**src/rtl/sync_fifo_flags.sv**
```systemverilog
// Single-clock FIFO with exact occupancy count, almost-full/almost-empty flags,
// and optional sticky overflow/underflow flags (enabled by SYNC_FIFO_FLAGS_ERR_EN).
module sync_fifo_flags #(
    parameter int DEPTH      = 8,
    parameter int DATA_WIDTH = 8,
    parameter int AF_THRESH  = DEPTH - 2,
    parameter int AE_THRESH  = 2,
    parameter int PTR_WIDTH  = $clog2(DEPTH)
) (
    input  logic                  clk,
    input  logic                  rst_n,
    input  logic                  w_en,
    input  logic                  r_en,
    input  logic [DATA_WIDTH-1:0] data_in,
    output logic [DATA_WIDTH-1:0] data_out,
    output logic                  full,
    output logic                  empty,
    output logic                  almost_full,
    output logic                  almost_empty,
    output logic [PTR_WIDTH:0]    count,
    input  logic                  err_clr,
    output logic                  overflow,
    output logic                  underflow
);

    localparam logic [PTR_WIDTH:0] DEPTH_C = DEPTH[PTR_WIDTH:0];
    localparam logic [PTR_WIDTH:0] AF_C    = AF_THRESH[PTR_WIDTH:0];
    localparam logic [PTR_WIDTH:0] AE_C    = AE_THRESH[PTR_WIDTH:0];
    localparam logic [PTR_WIDTH:0] ONE_C   = {{PTR_WIDTH{1'b0}}, 1'b1};

    logic [DATA_WIDTH-1:0] mem [DEPTH];
    logic [PTR_WIDTH:0]    wptr;
    logic [PTR_WIDTH:0]    rptr;
    logic [PTR_WIDTH:0]    count_nxt;
    logic                  wr_acc;
    logic                  rd_acc;

    // Flags come only from the registered count, so requests never reach outputs combinationally.
    assign full         = (count == DEPTH_C);
    assign empty        = (count == '0);
    assign almost_full  = (count >= AF_C);
    assign almost_empty = (count <= AE_C);

    assign wr_acc = w_en & ~full;
    assign rd_acc = r_en & ~empty;

    always_comb begin
        count_nxt = count;
        case ({wr_acc, rd_acc})
            2'b10:   count_nxt = count + ONE_C;
            2'b01:   count_nxt = count - ONE_C;
            default: count_nxt = count;
        endcase
    end

    always_ff @(posedge clk) begin
        if (rst_n && wr_acc) begin
            mem[wptr[PTR_WIDTH-1:0]] <= data_in;
        end
    end

    always_ff @(posedge clk) begin
        if (!rst_n) begin
            wptr     <= '0;
            rptr     <= '0;
            count    <= '0;
            data_out <= '0;
        end else begin
            if (wr_acc) begin
                wptr <= wptr + ONE_C;
            end
            if (rd_acc) begin
                data_out <= mem[rptr[PTR_WIDTH-1:0]];
                rptr     <= rptr + ONE_C;
            end
            count <= count_nxt;
        end
    end

`ifdef SYNC_FIFO_FLAGS_ERR_EN
    // Set has priority over clear so an error in the clearing cycle is not lost.
    always_ff @(posedge clk) begin
        if (!rst_n) begin
            overflow  <= 1'b0;
            underflow <= 1'b0;
        end else begin
            if (w_en && full) begin
                overflow <= 1'b1;
            end else if (err_clr) begin
                overflow <= 1'b0;
            end
            if (r_en && empty) begin
                underflow <= 1'b1;
            end else if (err_clr) begin
                underflow <= 1'b0;
            end
        end
    end
`else
    logic unused_err_clr;
    assign unused_err_clr = err_clr;
    assign overflow       = 1'b0;
    assign underflow      = 1'b0;
`endif

endmodule

```
**config.mk**
```make
export PLATFORM = sky130hd
export DESIGN_NAME = sync_fifo_flags
export DESIGN_NICKNAME = d
export VERILOG_FILES = /design/src/rtl/sync_fifo_flags.sv
export SDC_FILE = /design/constraint.sdc
export NUM_CORES = 1
export LEC_CHECK = 0
export ABC_AREA = 1
export CELL_PAD_IN_SITES_DETAIL_PLACEMENT = 0
export CELL_PAD_IN_SITES_GLOBAL_PLACEMENT = 1
export CORE_ASPECT_RATIO = 1.4
export CORE_UTILIZATION = 45
export DETAILED_ROUTE_END_ITERATION = 6
export PLACE_DENSITY = 0.87
export SETUP_SLACK_MARGIN = 0.4
export SLEW_MARGIN = 20
export SYNTH_ARGS = -nofsm -noshare
export SYNTH_HDL_FRONTEND = slang
export SYNTH_SLANG_ARGS = --single-unit
```
**constraint.sdc**
```tcl
create_clock -name clk -period 2.7 [get_ports clk]
set_clock_uncertainty 0.2 [all_clocks]
set_input_delay 0.54 -clock clk [delete_from_list [all_inputs] [get_ports clk]]
set_output_delay 0.54 -clock clk [all_outputs]
set_load 0.02 [all_outputs]
```
# Word level (Yosys, flattened, before mapping)
# Memories as Yosys holds them, arrays and structs flattened. A register that Yosys moved wholly into a read port is not among the register bits.
# Index checks and enable logic that the tools add are counted.
# classes
addsub	4
n_mul	0
magnitude_cmp	2
n_bitwise	4
n_eq_ne	3
mux	3
div_mod_pow	0
n_reduce_logical	4
n_shift	0
# op_table
cell	count
$add 4x1->4 const B	3
$pmux 4 s2	1
$eq 4x4->1 const B	1
$ge 4x3->1 const B	1
$le 4x2->1 const B	1
$logic_not 4->1	1
$sub 4x1->4 const B	1
$and 1x1->1	2
$eq 2x1->1 const B	1
$eq 2x2->1 const B	1
$mux 1	2
$not 1->1	2
$reduce_bool 2->1	1
$logic_and 1x1->1	1
$logic_not 1->1	1
# word_totals
latch_bits	0
ram_bits	64
wordCells	24
mem_bits_ro	0
register_bits	12
n_memories	1
in_bits	13
output_inout_bits	18
# mem_list
memory	depth	width	read_ports	rd_clocked_by_memory_dff	write_ports	line	rtl
mem	8	8	1	1	1	31	logic [DATA_WIDTH-1:0] mem [DEPTH];

# Longest topological paths before layout
# Gate-level depths: netlist of run 1.
# logic_depth
word_depth	6
depth_mapped	13
depth_no_buf	13

# Worst setup path after synthesis of run 1
# OpenSTA, ideal clock, no wires.
# synth_path
kind	register -> register
startpoint	reg count[3]
endpoint	reg count[3]
n_path_buf	0
path_stages_with_launch	13
synth_period_minus_slack_ns	2.176
t_arrival_ns	1.903
slack_ns	0.524
setup_time_ns	0.072
t_required_ns	2.428
cell_sequence	dfxtp_1 nor2_2 nand2_2 nand2_4 inv_4 ha_1 ha_1 or2_2 nand2_1 nand2_1 nand2_1 nand2_1 a21oi_1
# synth_between
elab_chain_len	5
word_cells_on_any_way	12
cone_classes	2 x add/sub; 3 x eq/ne; 1 x mux; 4 x bitwise; 2 x reduce/logical
# synth_lines
item	line	rtl
start, declared	20	output logic [PTR_WIDTH:0] count,
start signal, assigned	76	count <= count_nxt;
$eq 4x4->1 or $logic_not 4->1 (tied branches)	39, 40	
$not 1->1 (on tied branches)	44, 45	
$and 1x1->1 (on tied branches)	44, 45	
$eq 2x1->1 or $eq 2x2->1 (tied branches)	49	case ({wr_acc, rd_acc})
$pmux 4 s2 or $reduce_bool 2->1 (tied branches)	n/a	
# Parallel ways exist; a longest one is shown, timed or not.
# A chain may end at the register's enable or synchronous reset.

# Final worst setup path of run 1
# layout_path
startpoint	in r_en
endpoint	reg count[3]
# layout_between
elab_chain_len	3
word_cells_on_any_way	5
cone_classes	2 x eq/ne; 1 x mux; 1 x bitwise; 1 x reduce/logical
# layout_lines
item	line	rtl
start, declared	13	input logic r_en,
$and 1x1->1 (*)	45	assign rd_acc = r_en & ~empty;
$eq 2x1->1 or $eq 2x2->1 (tied branches)	49	
$pmux 4 s2 or $reduce_bool 2->1 (tied branches)	n/a	
# Mark *: on every way between the ends. The rest lies on a longest branch, timed or not.

==> impl_metrics.json, run 1 <==
{
  "min_from": "data_out[3]",
  "yosysMostFrequentCell": "sky130_fd_sc_hd__nand2_1",
  "dr.first_iter.drc_count": 179,
  "cts_buffer_depth": 2,
  "layout-drive-gt1-share_pct": 8.85,
  "worst_skew_pair_latency_ns": 0.34,
  "cp_cell_sequence": "clkdlybuf4s50_1 > nand2_4 > inv_4 > ha_1 > ha_1 > or2_2 > nand2_1 > nand2_1 > nand2_1 > nand2_1 > a21oi_1",
  "htree_num_levels": 3,
  "synth_compound_gate_area_share_pct": 3.56,
  "pwr_density_cell_nw_per_um2": 860,
  "post_synth_mux_area_share_pct": 0,
  "setup.worst_path.start": "r_en",
  "io_buffers": 27,
  "vias_per_cell": 4.87,
  "grt_pass1_wl_um": 11400,
  "top_level_ports": 31,
  "grt_setup_unrepaired": "false",
  "share_of_synthesized_cell_area_in_and_or_nand_and_nor_gates_pct": 20.4,
  "hold_path_class": "reg2reg",
  "synth-xor-area-share_pct": 0.480,
  "drt_first_pass_iters": 4,
  "setup_viol": 0,
  "result_of_the_run": "complete, no violations",
  "worstSetupStartpointType": "input pin",
  "met1_usage_pct": 20.5,
  "fmax_mhz": 451,
  "ff2ff_setup_slack_ns": 0.52,
  "area_delta_synth_final_pct": 15.5,
  "netSwitchingPower_mw": 1.25,
  "antenna_found_initial": 0,
  "floorplan.die_area_sq_um": 8480,
  "tritoncts": "yes",
  "relative_contribution_of_the_clock_network_to_total_power_pct": 22.5,
  "vdd_drop_max_v": 0.000675,
  "die-height_um": 109,
  "prevailing_post_synth_register_cell": "sky130_fd_sc_hd__edfxtp_1",
  "critPathCaptureType": "register",
  "core.rowCount": 38,
  "synth.distinct_cells": 26,
  "comb_power_share_pct": 33.7,
  "synth.yosys.seq_area_share_pct": 62.5,
  "syn_avg_cell_area_sq_um": 9.76,
  "final_net_count": 432,
  "worst_ep_required_time_ns": 2.77,
  "layout_worst_path_cycle_share_pct": 82.1,
  "hpwlAfterDp_um": 4700,
  "insertedDiodeCount": 0,
  "vias": 2523,
  "top_usage_layer": "met2",
  "synth_top_family_by_area": "simple AND/OR/NAND/NOR gates",
  "ys_top_cells_by_count": "sky130_fd_sc_hd__nand2_1 (101), sky130_fd_sc_hd__edfxtp_1 (64), sky130_fd_sc_hd__inv_1 (64)",
  "met2_track_demand_over_resource_in_global_routing_pct": 32.3,
  "timing_worst_slew_pin_value_ns": 0.527,
  "finalMaxSlewViolations": 0,
  "crit_path_most_repeated_cell": "sky130_fd_sc_hd__nand2_1",
  "post_synth_main_area_contributors": "sky130_fd_sc_hd__edfxtp_1 (53%), sky130_fd_sc_hd__nand2_1 (10%), sky130_fd_sc_hd__dfxtp_1 (9.9%)",
  "die-width_um": 78.1,
  "yosys.area.top_type": "sky130_fd_sc_hd__edfxtp_1",
  "worst_setup_hold_path_clk_slew_ns": 0.07,
  "swShare_pct": 34.6,
  "power_report.internal_total_mw": 2.37,
  "totalWireLength_um": 7100,
  "drt_drc_violations_left": 0,
  "synth_cells": 374,
  "grt_overflow": 0,
  "postCtsSetupBuffers": 0,
  "finalSetupTns_ns": 0,
  "p_leak_nw": 1.81,
  "final-hold-violation-count": 0,
  "synth_seq_cells": 82,
  "crit_path_max_fanout": 4,
  "cp_slowest_stage_delay_ns": 0.51,
  "wl_per_cell_um": 13.7,
  "grt_util_all_layers_pct": 18.4,
  "synthAdderAreaFrac_pct": 2.26,
  "maxCapViolCount": 0,
  "gp_routability_congestion": 0.800,
  "postSynth.asyncResetShare_pct": 0,
  "post-synth-top-area-fraction_pct": 52.6,
  "initial_utilization_pct": 46.8,
  "gr-usage-met3_pct": 4.05,
  "post_synth_instance_area_sq_um": 3650,
  "synth_edf_count": 64,
  "drtAntennaViolNets": 0,
  "critical_path.slowest_cell": "sky130_fd_sc_hd__clkdlybuf4s50_1",
  "critical_path_class": "in2reg",
  "area_of_the_core_sq_um": 7800,
  "synthesis.yosys.warnings": 0,
  "first_global_vias": 2428,
  "worst_slew_margin_rel_pct": 64.8,
  "cts_inserted_buffers": 9,
  "fin_total_pwr_mw": 3.63,
  "critical_path_arrival_ns": 2.29,
  "seq_power_share_pct": 43.8,
  "root_buffer": "sky130_fd_sc_hd__clkbuf_8",
  "cts.sinks": 82,
  "holdBufCountCts": 0,
  "largest_net_degree_at_the_start_of_global_routing": 35,
  "timing.rr.start": "count[3]",
  "period_minus_slack_ns": 2.22
}
cells in the final DEF (no fill, tap or decap):
cell                                n
sky130_fd_sc_hd__clkinv_2           1
sky130_fd_sc_hd__buf_4             15
sky130_fd_sc_hd__clkbuf_1           3
sky130_fd_sc_hd__nand2_1          101
sky130_fd_sc_hd__nor2_2             2
sky130_fd_sc_hd__inv_2              1
sky130_fd_sc_hd__bufinv_16          1
sky130_fd_sc_hd__conb_1             2
sky130_fd_sc_hd__nand3_1           52
sky130_fd_sc_hd__inv_4              1
sky130_fd_sc_hd__fa_1               1
sky130_fd_sc_hd__o21ai_0           10
sky130_fd_sc_hd__dfxtp_1           16
sky130_fd_sc_hd__or2_2              1
sky130_fd_sc_hd__dlymetal6s2s_1     1
sky130_fd_sc_hd__clkdlybuf4s50_1   23
sky130_fd_sc_hd__nand2_2            2
sky130_fd_sc_hd__ha_1               5
sky130_fd_sc_hd__inv_1             64
sky130_fd_sc_hd__xnor2_1            2
sky130_fd_sc_hd__nor3_1             5
sky130_fd_sc_hd__a21oi_1           16
sky130_fd_sc_hd__dlygate4sd2_1      3
sky130_fd_sc_hd__clkinv_1           4
sky130_fd_sc_hd__and3_1             1
sky130_fd_sc_hd__nand2_4            1
sky130_fd_sc_hd__clkbuf_8           9
sky130_fd_sc_hd__inv_6              1
sky130_fd_sc_hd__edfxtp_1          64
sky130_fd_sc_hd__dfxtp_2            2
sky130_fd_sc_hd__nor2_1             8
worst max-delay path: cells and delay by family:
kind,cells,cell delay [ns]
AOI/OAI and AO/OA,1,0.11
and+or+nand+nor,6,0.58
adders and majority gates,2,0.50
buffers and inverters,2,0.56
worst paths after layout:
check / to / cells after the start
worst max-delay path: count[3] / 11
worst min-delay path: data_out[3] / 2
worst max register to register: count[3] / 12
worst min register to register: data_out[3] / 2
per-stage QoR:
step	cell area [sq um]	util (%)	setup WS, ns	hold WS, ns	cells
after floorplan	3650	-	0.524	0.292	375
after global placement	4040	51.8	0.164	0.253	502
after detailed placement	4040	51.8	0.129	0.256	502
after CTS	4210	54.0	0.418	0.268	518
after global routing	4220	54.1	0.403	0.296	518
final	4220	54.1	0.482	0.267	518
kinds of logic (layout without fill, tap and decap cells):
| group | after synthesis | count (layout) |
|---|---|---|
| compound gates | 26 | 26 |
| xor+xnor | 2 | 2 |
| fa+ha+maj | 6 | 6 |
| buf+inv | 84 | 127 |
| flops | 82 | 82 |
| other cells | 1 | 2 |
| simple gates | 173 | 173 |
metal layers:
metal | wire (um) | part of all wire (%)
met5 | 0 | 0
met4 | 173 | 2.4
met3 | 318 | 4.5
met2 | 3630 | 51
met1 | 2990 | 42
layout make-up:
type | instances | area [sq um]
flip-flops and latches | 82 | 2280
repair buffers | 42 | 382
clock buffers | 12 | 135
clock inverters | 4 | 42.5
fillers | 708 | 3580
inverters | 69 | 267
well taps | 100 | 125
multi-input cells | 209 | 981
state kept, by name (all words and copies together) (netlist names):
signal    cells
count         4
data_out      8
mem          64
rptr          3
wptr          3
power by group through the flow:
stage	Sequential (mW)	Clock, mW	Combinational [mW]
finish	1.59	0.814	1.22
global route	1.61	0.876	1.37
detailed placement	1.61	0	1.24
floorplan	1.64	0	0.839
CTS	1.59	0.826	1.23
global placement	1.61	0	1.23
timing repair:
action,4_1_cts,5_1_grt
pin swaps,0,0
endpoints found under the setup margin,4,1
gates resized for setup,5,1
endpoints found under the hold margin,0,0
cloned,0,0
Note: power is estimated with default switching activity, not from simulation.
==> run 2: changes to the inputs <==
--- a/config.mk
+++ b/config.mk
@@ -9,9 +9,9 @@
 export CELL_PAD_IN_SITES_DETAIL_PLACEMENT = 0
 export CELL_PAD_IN_SITES_GLOBAL_PLACEMENT = 1
 export CORE_ASPECT_RATIO = 1.4
-export CORE_UTILIZATION = 45
+export CORE_UTILIZATION = 40
 export DETAILED_ROUTE_END_ITERATION = 6
-export PLACE_DENSITY = 0.87
+export PLACE_DENSITY = 0.83
 export SETUP_SLACK_MARGIN = 0.4
 export SLEW_MARGIN = 20
 export SYNTH_ARGS = -nofsm -noshare
==> constraint.sdc (replaced) <==
create_clock -name clk -period 1.9 [get_ports clk]
set_clock_uncertainty 0.2 [all_clocks]
set_input_delay 0.38 -clock clk [delete_from_list [all_inputs] [get_ports clk]]
set_output_delay 0.38 -clock clk [all_outputs]
set_load 0.02 [all_outputs]
==> run 2 against run 1 <==
Compared with the run above:
- setup slack got worse by 0.50 ns
- final cell count increased by 5.2%
- global-route usage decreased by 0.057 points
- clock power increased by 100%
- the run now ends with negative setup slack left
==> impl_metrics.json, run 2 (synthesis results as in run 1) <==
{
  "result_of_the_run": "finished with violations",
  "failed_checks": "negative setup slack",
  "grt_overflow": 0,
  "cts.sinks": 82,
  "post_dp_cell_area_sq_um": 4350,
  "first_global_vias": 2622,
  "floorplan.die_area_sq_um": 9520,
  "period_minus_slack_ns": 1.92,
  "p_leak_nw": 2.05,
  "die-width_um": 82.7,
  "comb_power_share_pct": 38.9,
  "grt_util_all_layers_pct": 18.3,
  "insertedDiodeCount": 0,
  "swShare_pct": 33.1,
  "finalMaxSlewViolations": 0,
  "grt_setup_unrepaired": "true",
  "area_of_the_core_sq_um": 8710,
  "cts_inserted_buffers": 9,
  "antenna_found_initial": 0,
  "tritoncts": "yes",
  "drt_first_pass_iters": 4,
  "fmax_mhz": 521,
  "area_delta_synth_final_pct": 33.1,
  "final_net_count": 454,
  "drt_drc_violations_left": 0,
  "finalWorstSetupSlack_ns": -0.0208,
  "largest_net_degree_at_the_start_of_global_routing": 35,
  "worst_ep_required_time_ns": 1.96,
  "fin_total_pwr_mw": 6.36,
  "drtAntennaViolNets": 0,
  "htree_num_levels": 3,
  "count_of_placed_standard_cells_including_taps": 519,
  "gp_routability_congestion": 0.853,
  "final-hold-violation-count": 0,
  "final-instance-count-excl-fill": 545,
  "layout-drive-gt1-share_pct": 24.5,
  "critPathCaptureType": "register",
  "seq_power_share_pct": 35.5,
  "io_buffers": 27,
  "netSwitchingPower_mw": 2.10,
  "initial_utilization_pct": 41.9,
  "top_level_ports": 31,
  "worstSetupStartpointType": "register",
  "largest_reg_flops": 64,
  "setup_viol": 2,
  "worst_skew_pair_latency_ns": 0.33,
  "filler_cell_count": 736,
  "wl_per_cell_um": 13.9,
  "final_design_area_no_fill_sq_um": 4860,
  "mostFrequentLayoutCell": "sky130_fd_sc_hd__nand2_1",
  "post_place_worst_slack_ns": -0.331,
  "cts_buffer_depth": 2,
  "maxCapViolCount": 0,
  "pwr_density_cell_nw_per_um2": 1310,
  "dr.first_iter.drc_count": 161,
  "grt_pass1_wl_um": 12400,
  "core.rowCount": 40,
  "crit_path_max_fanout": 4,
  "die-height_um": 115,
  "root_buffer": "sky130_fd_sc_hd__clkbuf_16",
  "relative_contribution_of_the_clock_network_to_total_power_pct": 25.6,
  "totalWireLength_um": 7590,
  "vdd_drop_max_v": 0.00108,
  "hold_path_class": "reg2reg",
  "layout.cells.most_common_list": "sky130_fd_sc_hd__nand2_1 (99), sky130_fd_sc_hd__edfxtp_1 (64), sky130_fd_sc_hd__inv_1 (60)",
  "critical_path_arrival_ns": 1.98,
  "critical_path_class": "reg2reg",
  "hpwlAfterDp_um": 5130,
  "worst_setup_hold_path_clk_slew_ns": 0.06,
  "power_report.internal_total_mw": 4.25,
  "vias_per_cell": 4.78,
  "layout_worst_path_cycle_share_pct": 101,
  "vias": 2605,
  "finalSetupTns_ns": -0.0343
}
run 2: worst paths after layout:
check / from / end / slack (ns) / cells after the start
max: count[1] / count[3] / -0.02 / 12
min reg2reg: data_out[3] / data_out[3] / 0.26 / 2
min: data_out[3] / data_out[3] / 0.26 / 2
max reg2reg: count[1] / count[3] / -0.02 / 12
run 2: area by class of cell:
type / instances / area, sq um / area share (%)
Tap cell: 105 / 131 / 2.70
Multi-Input combinational cell: 209 / 1190 / 24.4
Clock inverter: 5 / 55.1 / 1.13
Timing Repair Buffer: 64 / 671 / 13.8
Inverter: 69 / 284 / 5.84
Clock buffer: 11 / 233 / 4.79
Sequential cell: 82 / 2300 / 47.3
run 2: power groups by stage:
stage               Combinational, mW  Sequential [mW]  Clock, mW
floorplan                        1.29             2.38          0
global placement                 2.08             2.27          0
detailed placement               2.12             2.27          0
CTS                              2.30             2.24       1.67
global route                     2.72             2.28       1.76
finish                           2.47             2.26       1.63
run 2: routing by layer:
metal	GRT usage [%]	routed length [um]	up-vias
li1	-	-	1331
met1	18.8	2920	1201
met2	32.8	4150	57
met3	5.00	286	16
met4	9.89	232	0
met5	0	0	-
run 2: repair_timing:
item,in CTS,in global routing
gates cloned,0,1
hold buffers,0,0
resized for setup,106,23
pin swaps,8,7
buffers inserted,7,2
endpoints found under the setup margin,85,88
run 2: worst max-delay path, cell delays in order, from the launching register on:
cell and delay (ns):
sky130_fd_sc_hd__dfxtp_4 0.35, sky130_fd_sc_hd__nor2_4 0.17, sky130_fd_sc_hd__nand2_4 0.08, sky130_fd_sc_hd__nand2_4 0.08
sky130_fd_sc_hd__inv_6 0.04, sky130_fd_sc_hd__ha_4 0.17, sky130_fd_sc_hd__ha_4 0.21, sky130_fd_sc_hd__or2_4 0.23
sky130_fd_sc_hd__nand2_2 0.05, sky130_fd_sc_hd__nand2_1 0.04, sky130_fd_sc_hd__nand2_1 0.05, sky130_fd_sc_hd__nand2_1 0.05
sky130_fd_sc_hd__a21oi_2 0.11
run 2: per-stage QoR:
| stage | hold WS, ns | utilization (%) |
|---|---|---|
| CTS | 0.261 | 54.5 |
| finish | 0.260 | 55.8 |
| global route | 0.279 | 55.8 |
| global placement | 0.253 | 50.0 |
| floorplan | 0.279 | - |
| detailed placement | 0.254 | 50.0 |
==> run 3: changes to the inputs <==
--- a/config.mk
+++ b/config.mk
@@ -13,7 +13,6 @@
 export DETAILED_ROUTE_END_ITERATION = 6
 export PLACE_DENSITY = 0.83
 export SETUP_SLACK_MARGIN = 0.4
-export SLEW_MARGIN = 20
 export SYNTH_ARGS = -nofsm -noshare
 export SYNTH_HDL_FRONTEND = slang
 export SYNTH_SLANG_ARGS = --single-unit
==> results of run 3 <==
Final layout, timing and power as in run 2 (identical DEF).
==> edit 1 (config.mk and constraints of run 2) <==
The option `SYNC_FIFO_FLAGS_ERR_EN` is turned on by a define.
--- a/src/rtl/sync_fifo_flags.sv
+++ b/src/rtl/sync_fifo_flags.sv
@@ -1,5 +1,7 @@
 // Single-clock FIFO with exact occupancy count, almost-full/almost-empty flags,
 // and optional sticky overflow/underflow flags (enabled by SYNC_FIFO_FLAGS_ERR_EN).
+`define SYNC_FIFO_FLAGS_ERR_EN
+
 module sync_fifo_flags #(
     parameter int DEPTH      = 8,
     parameter int DATA_WIDTH = 8,
Check against the original RTL: not equivalent (a bounded check fails within 4 cycles, from zero or initial values and one cycle with rst_n low).
==> edit 1 against run 2 <==
Worst setup slack better by 0.049 ns. Final area is 2.3% higher. Largest cell class unchanged. Largest power group unchanged. Final cell count is 3.5% higher. Synthesized area is 1.9% higher. Routed wire length is 6.9% higher. Sequential cell count is 2 higher. Critical endpoint is now count[2]. Non-clock buffer count is 6 higher. Total power is 1.8% higher. Critical path depth is 1 higher.
==> edit 1: results <==
group,metric,value,unit
place,portBuffers,30,
pwr,netSwitchingFraction,32.5,%
final_layout,multi_input_area,1190,sq um
final_layout,clkCellAreaFrac,6.39,%
pwr,pwr-share-clk,28.1,%
clock_tree,cts_resized,104,
logic_synthesis,synthTopCellsByCount,"103 x nand2_1, 68 x inv_1, 64 x edfxtp_1",
global_route,grt_pass1_vias,2623,
final_layout,final-nonclk-buf-share,14.0,%
worst_setup_path,rr_startpoint,"count[0]",
worst_setup_path,r2r_cells,13,
drt,num_vias,2717,
final_layout,seq_area_share,47.1,%
clock_tree,clockBufferDepth,2,
global_route,grt.total_usage,17.6,%
final_layout,n_all_inverters,72,
clock_tree,post_cts_buffers,9,
final_layout,drive_above_1_share,26.3,%
hold_path,hold_start,"r_en",
place,placed_cells,532,
final_layout,fin_cells,564,
worst_setup_path,rrSetupSlack,0.03,ns
timing,report.final.setup_viol,0,
place,place_congestion,0.863,
global_route,grt_pass1_wl,12600,microns
final_layout,nMultiInputCombCells,215,
pwr,power.density,1300,nW/um^2
drt,met1_length,3250,microns
status,status,"complete, no violations",
final_layout,seqCellArea,2340,sq um
pwr,ir_drop,1100,uV
logic_synthesis,synthAdderAreaFrac,1.68,%
final_layout,buffers,70,
final_layout,n_fill_cell,745,
worst_setup_path,arrival,1.90,ns
logic_synthesis,synthXorXnorAreaFrac,0.471,%
final_layout,fin_nets,470,
place,hpwlAfterDp,5250,microns
drt,drt_iter0_drc,225,
drt,met2_length,4290,microns
worst_setup_path,rr_endpoint,"count[2]",
die,row_count,41,
logic_synthesis,synth.distinct_cells,25,
place,placed_area,4450,sq um
logic_synthesis,synth_compound_area_share,4.14,%
hold_path,holdPathEnd,"underflow",
final_layout,seq_cell_count,84,
worst_setup_path,path_max_fanout,3,
logic_synthesis,synth_area_leaders,"edfxtp_1 52%, dfxtp_1 11%, nand2_1 10%",
hold_path,holdPathStages,3,
logic_synthesis,synthCells,385,
logic_synthesis,ys_seq_area_share,62.4,%
pwr,leakage,2.13,nW
drt,routed_wl,8110,microns
timing,fin_hold_ws,0.188,ns
hold_path,worstHoldPathType,"primary input to register",
logic_synthesis,synth_top_flop_cell,"edfxtp_1",
==> edit 1: cell count changes after synthesis, moves of 3 or more <==
cell,before,now
nor3_1,5,1
inv_1,64,68
nor2_1,8,11
nand3_1,52,56
==> edit 1: how the worst max path moves through the flow <==
stage	startpoint	end	slack, ns	cells after the start
after floorplan	count[1]	count[2]	0.06	12
after global placement	r_en	count[2]	-0.27	12
final	count[0]	count[2]	0.03	13
after global routing	count[0]	count[2]	-0.1	12
after detailed placement	r_en	count[2]	-0.28	12
after CTS	count[0]	count[2]	0.08	12
==> edit 1: routing by layer <==
| metal | vias up | track usage [%] |
|---|---|---|
| met2 | 48 | 32.2 |
| met1 | 1276 | 18.8 |
| li1 | 1375 | - |
| met3 | 18 | 3.89 |
| met5 | - | 0 |
| met4 | 0 | 10.6 |
==> edit 2 (config.mk and constraints of run 2) <==
Made on the original files. Register the output `count` once more, with the module's reset; this adds one clock of latency there. The other outputs are not delayed to match. Comments in the files are not updated.
--- a/src/rtl/sync_fifo_flags.sv
+++ b/src/rtl/sync_fifo_flags.sv
@@ -28,6 +28,8 @@
     localparam logic [PTR_WIDTH:0] AE_C    = AE_THRESH[PTR_WIDTH:0];
     localparam logic [PTR_WIDTH:0] ONE_C   = {{PTR_WIDTH{1'b0}}, 1'b1};
 
+    logic [PTR_WIDTH:0] count_s0;
+
     logic [DATA_WIDTH-1:0] mem [DEPTH];
     logic [PTR_WIDTH:0]    wptr;
     logic [PTR_WIDTH:0]    rptr;
@@ -36,20 +38,20 @@
     logic                  rd_acc;
 
     // Flags come only from the registered count, so requests never reach outputs combinationally.
-    assign full         = (count == DEPTH_C);
-    assign empty        = (count == '0);
-    assign almost_full  = (count >= AF_C);
-    assign almost_empty = (count <= AE_C);
+    assign full         = (count_s0 == DEPTH_C);
+    assign empty        = (count_s0 == '0);
+    assign almost_full  = (count_s0 >= AF_C);
+    assign almost_empty = (count_s0 <= AE_C);
 
     assign wr_acc = w_en & ~full;
     assign rd_acc = r_en & ~empty;
 
     always_comb begin
-        count_nxt = count;
+        count_nxt = count_s0;
         case ({wr_acc, rd_acc})
-            2'b10:   count_nxt = count + ONE_C;
-            2'b01:   count_nxt = count - ONE_C;
-            default: count_nxt = count;
+            2'b10:   count_nxt = count_s0 + ONE_C;
+            2'b01:   count_nxt = count_s0 - ONE_C;
+            default: count_nxt = count_s0;
         endcase
     end
 
@@ -63,7 +65,7 @@
         if (!rst_n) begin
             wptr     <= '0;
             rptr     <= '0;
-            count    <= '0;
+            count_s0 <= '0;
             data_out <= '0;
         end else begin
             if (wr_acc) begin
@@ -73,7 +75,7 @@
                 data_out <= mem[rptr[PTR_WIDTH-1:0]];
                 rptr     <= rptr + ONE_C;
             end
-            count <= count_nxt;
+            count_s0 <= count_nxt;
         end
     end
 
@@ -103,5 +105,13 @@
     assign underflow      = 1'b0;
 `endif
 
+    always_ff @(posedge clk) begin
+        if (!rst_n) begin
+            count <= '0;
+        end else begin
+            count <= count_s0;
+        end
+    end
+
 endmodule
 
Formal check against the unedited RTL: not equivalent (Yosys sat finds a counterexample within 4 cycles, from zero or initial values and one cycle with rst_n low).
==> edit 2 against run 2 <==
The run ends with design-rule violations, negative setup slack left. Fmax fell by 1.7%. First-iteration DRC count fell by 12%. Final area rose by 3.9%. Non-clock buffer count rose by 1. Sequential cell count rose by 4. Worst setup slack got worse by 0.033 ns. Routed wire length rose by 13%. Critical path type unchanged. Total power rose by 1.8%. Worst hold slack improved by 0.0035 ns. Largest cell class unchanged. Synthesized area rose by 2.9%.
==> edit 2: results <==
group,metric,value,unit
global_route,grt_pass1_wl,13000,microns
drt,met1_length,3250,microns
hold_path,hold_start,"count_s0[0]",
global_route,grt_use_met2,34.2,%
drt,wl_met3,285,microns
clock_tree,post_cts_buffers,5,
logic_synthesis,synthTopCellsByCount,"106 x nand2_1, 68 x inv_1, 64 x edfxtp_1",
status,status,"complete, but fails checks",
drt,num_vias,2777,
worst_setup_path,crit_path_start,"count_s0[2]",
pwr,ir_drop,944,uV
drt,drc_errors,2,
logic_synthesis,synth.distinct_cells,23,
pwr,p_int,4.25,mW
place,hpwlAfterDp,5640,microns
pwr,netSwitchingFraction,34.4,%
timing,fin_setup_tns,-0.0535,ns
drt,drt_iter0_drc,142,
timing,fin_hold_ws,0.263,ns
logic_synthesis,ys_seq_area_share,62.9,%
timing,fin_ws,-0.0535,ns
hold_path,holdPathEnd,"count[0]",
place,placed_area,4510,sq um
global_route,use_met3,3.60,%
drt,met2_length,4790,microns
worst_setup_path,path_max_fanout,3,
global_route,met1_usage,18.5,%
drt,firstDrtPassIters,7,
worst_setup_path,arrival,2.02,ns
logic_synthesis,synthXorXnorAreaFrac,0.466,%
global_route,grt.total_usage,18.1,%
pwr,p_clk,1.69,mW
timing,report.final.setup_viol,1,
status,violations,"design-rule violations, negative setup slack",
## edit 2: cell types whose count changed after synthesis, sizes merged
cell,delta
and3,-1
buf,+1
clkbuf,-1
dfxtp,+4
inv,+4
nand2,+5
nand3,-1
nor2,+1
nor3,+1
## edit 2: per-stage QoR
stage	util, %	std cells
2_1_floorplan	-	388
3_3_place_gp	49.6	535
3_5_place_dp	49.6	535
4_1_cts	53.5	556
5_1_grt	55.6	561
6_report	55.6	561
## edit 2: worst reg2reg max path, delay by kind of cell (launching register included)
| kind | cells | cell delay [ns] |
|---|---|---|
| buf+inv | 1 | 0.04 |
| compound gates | 1 | 0.11 |
| fa+ha+maj | 2 | 0.39 |
| simple gates | 8 | 0.77 |
| flops | 1 | 0.36 |
## edit 2: cell type report
cell class	count	area (sq um)	area share, %
clock buffers	9	225	4.46
clock inverters	7	65.1	1.29
inverters	73	298	5.89
multi-input cells	214	1260	24.9
flip-flops and latches	86	2370	46.9
well taps	107	134	2.65
repair buffers	65	699	13.8
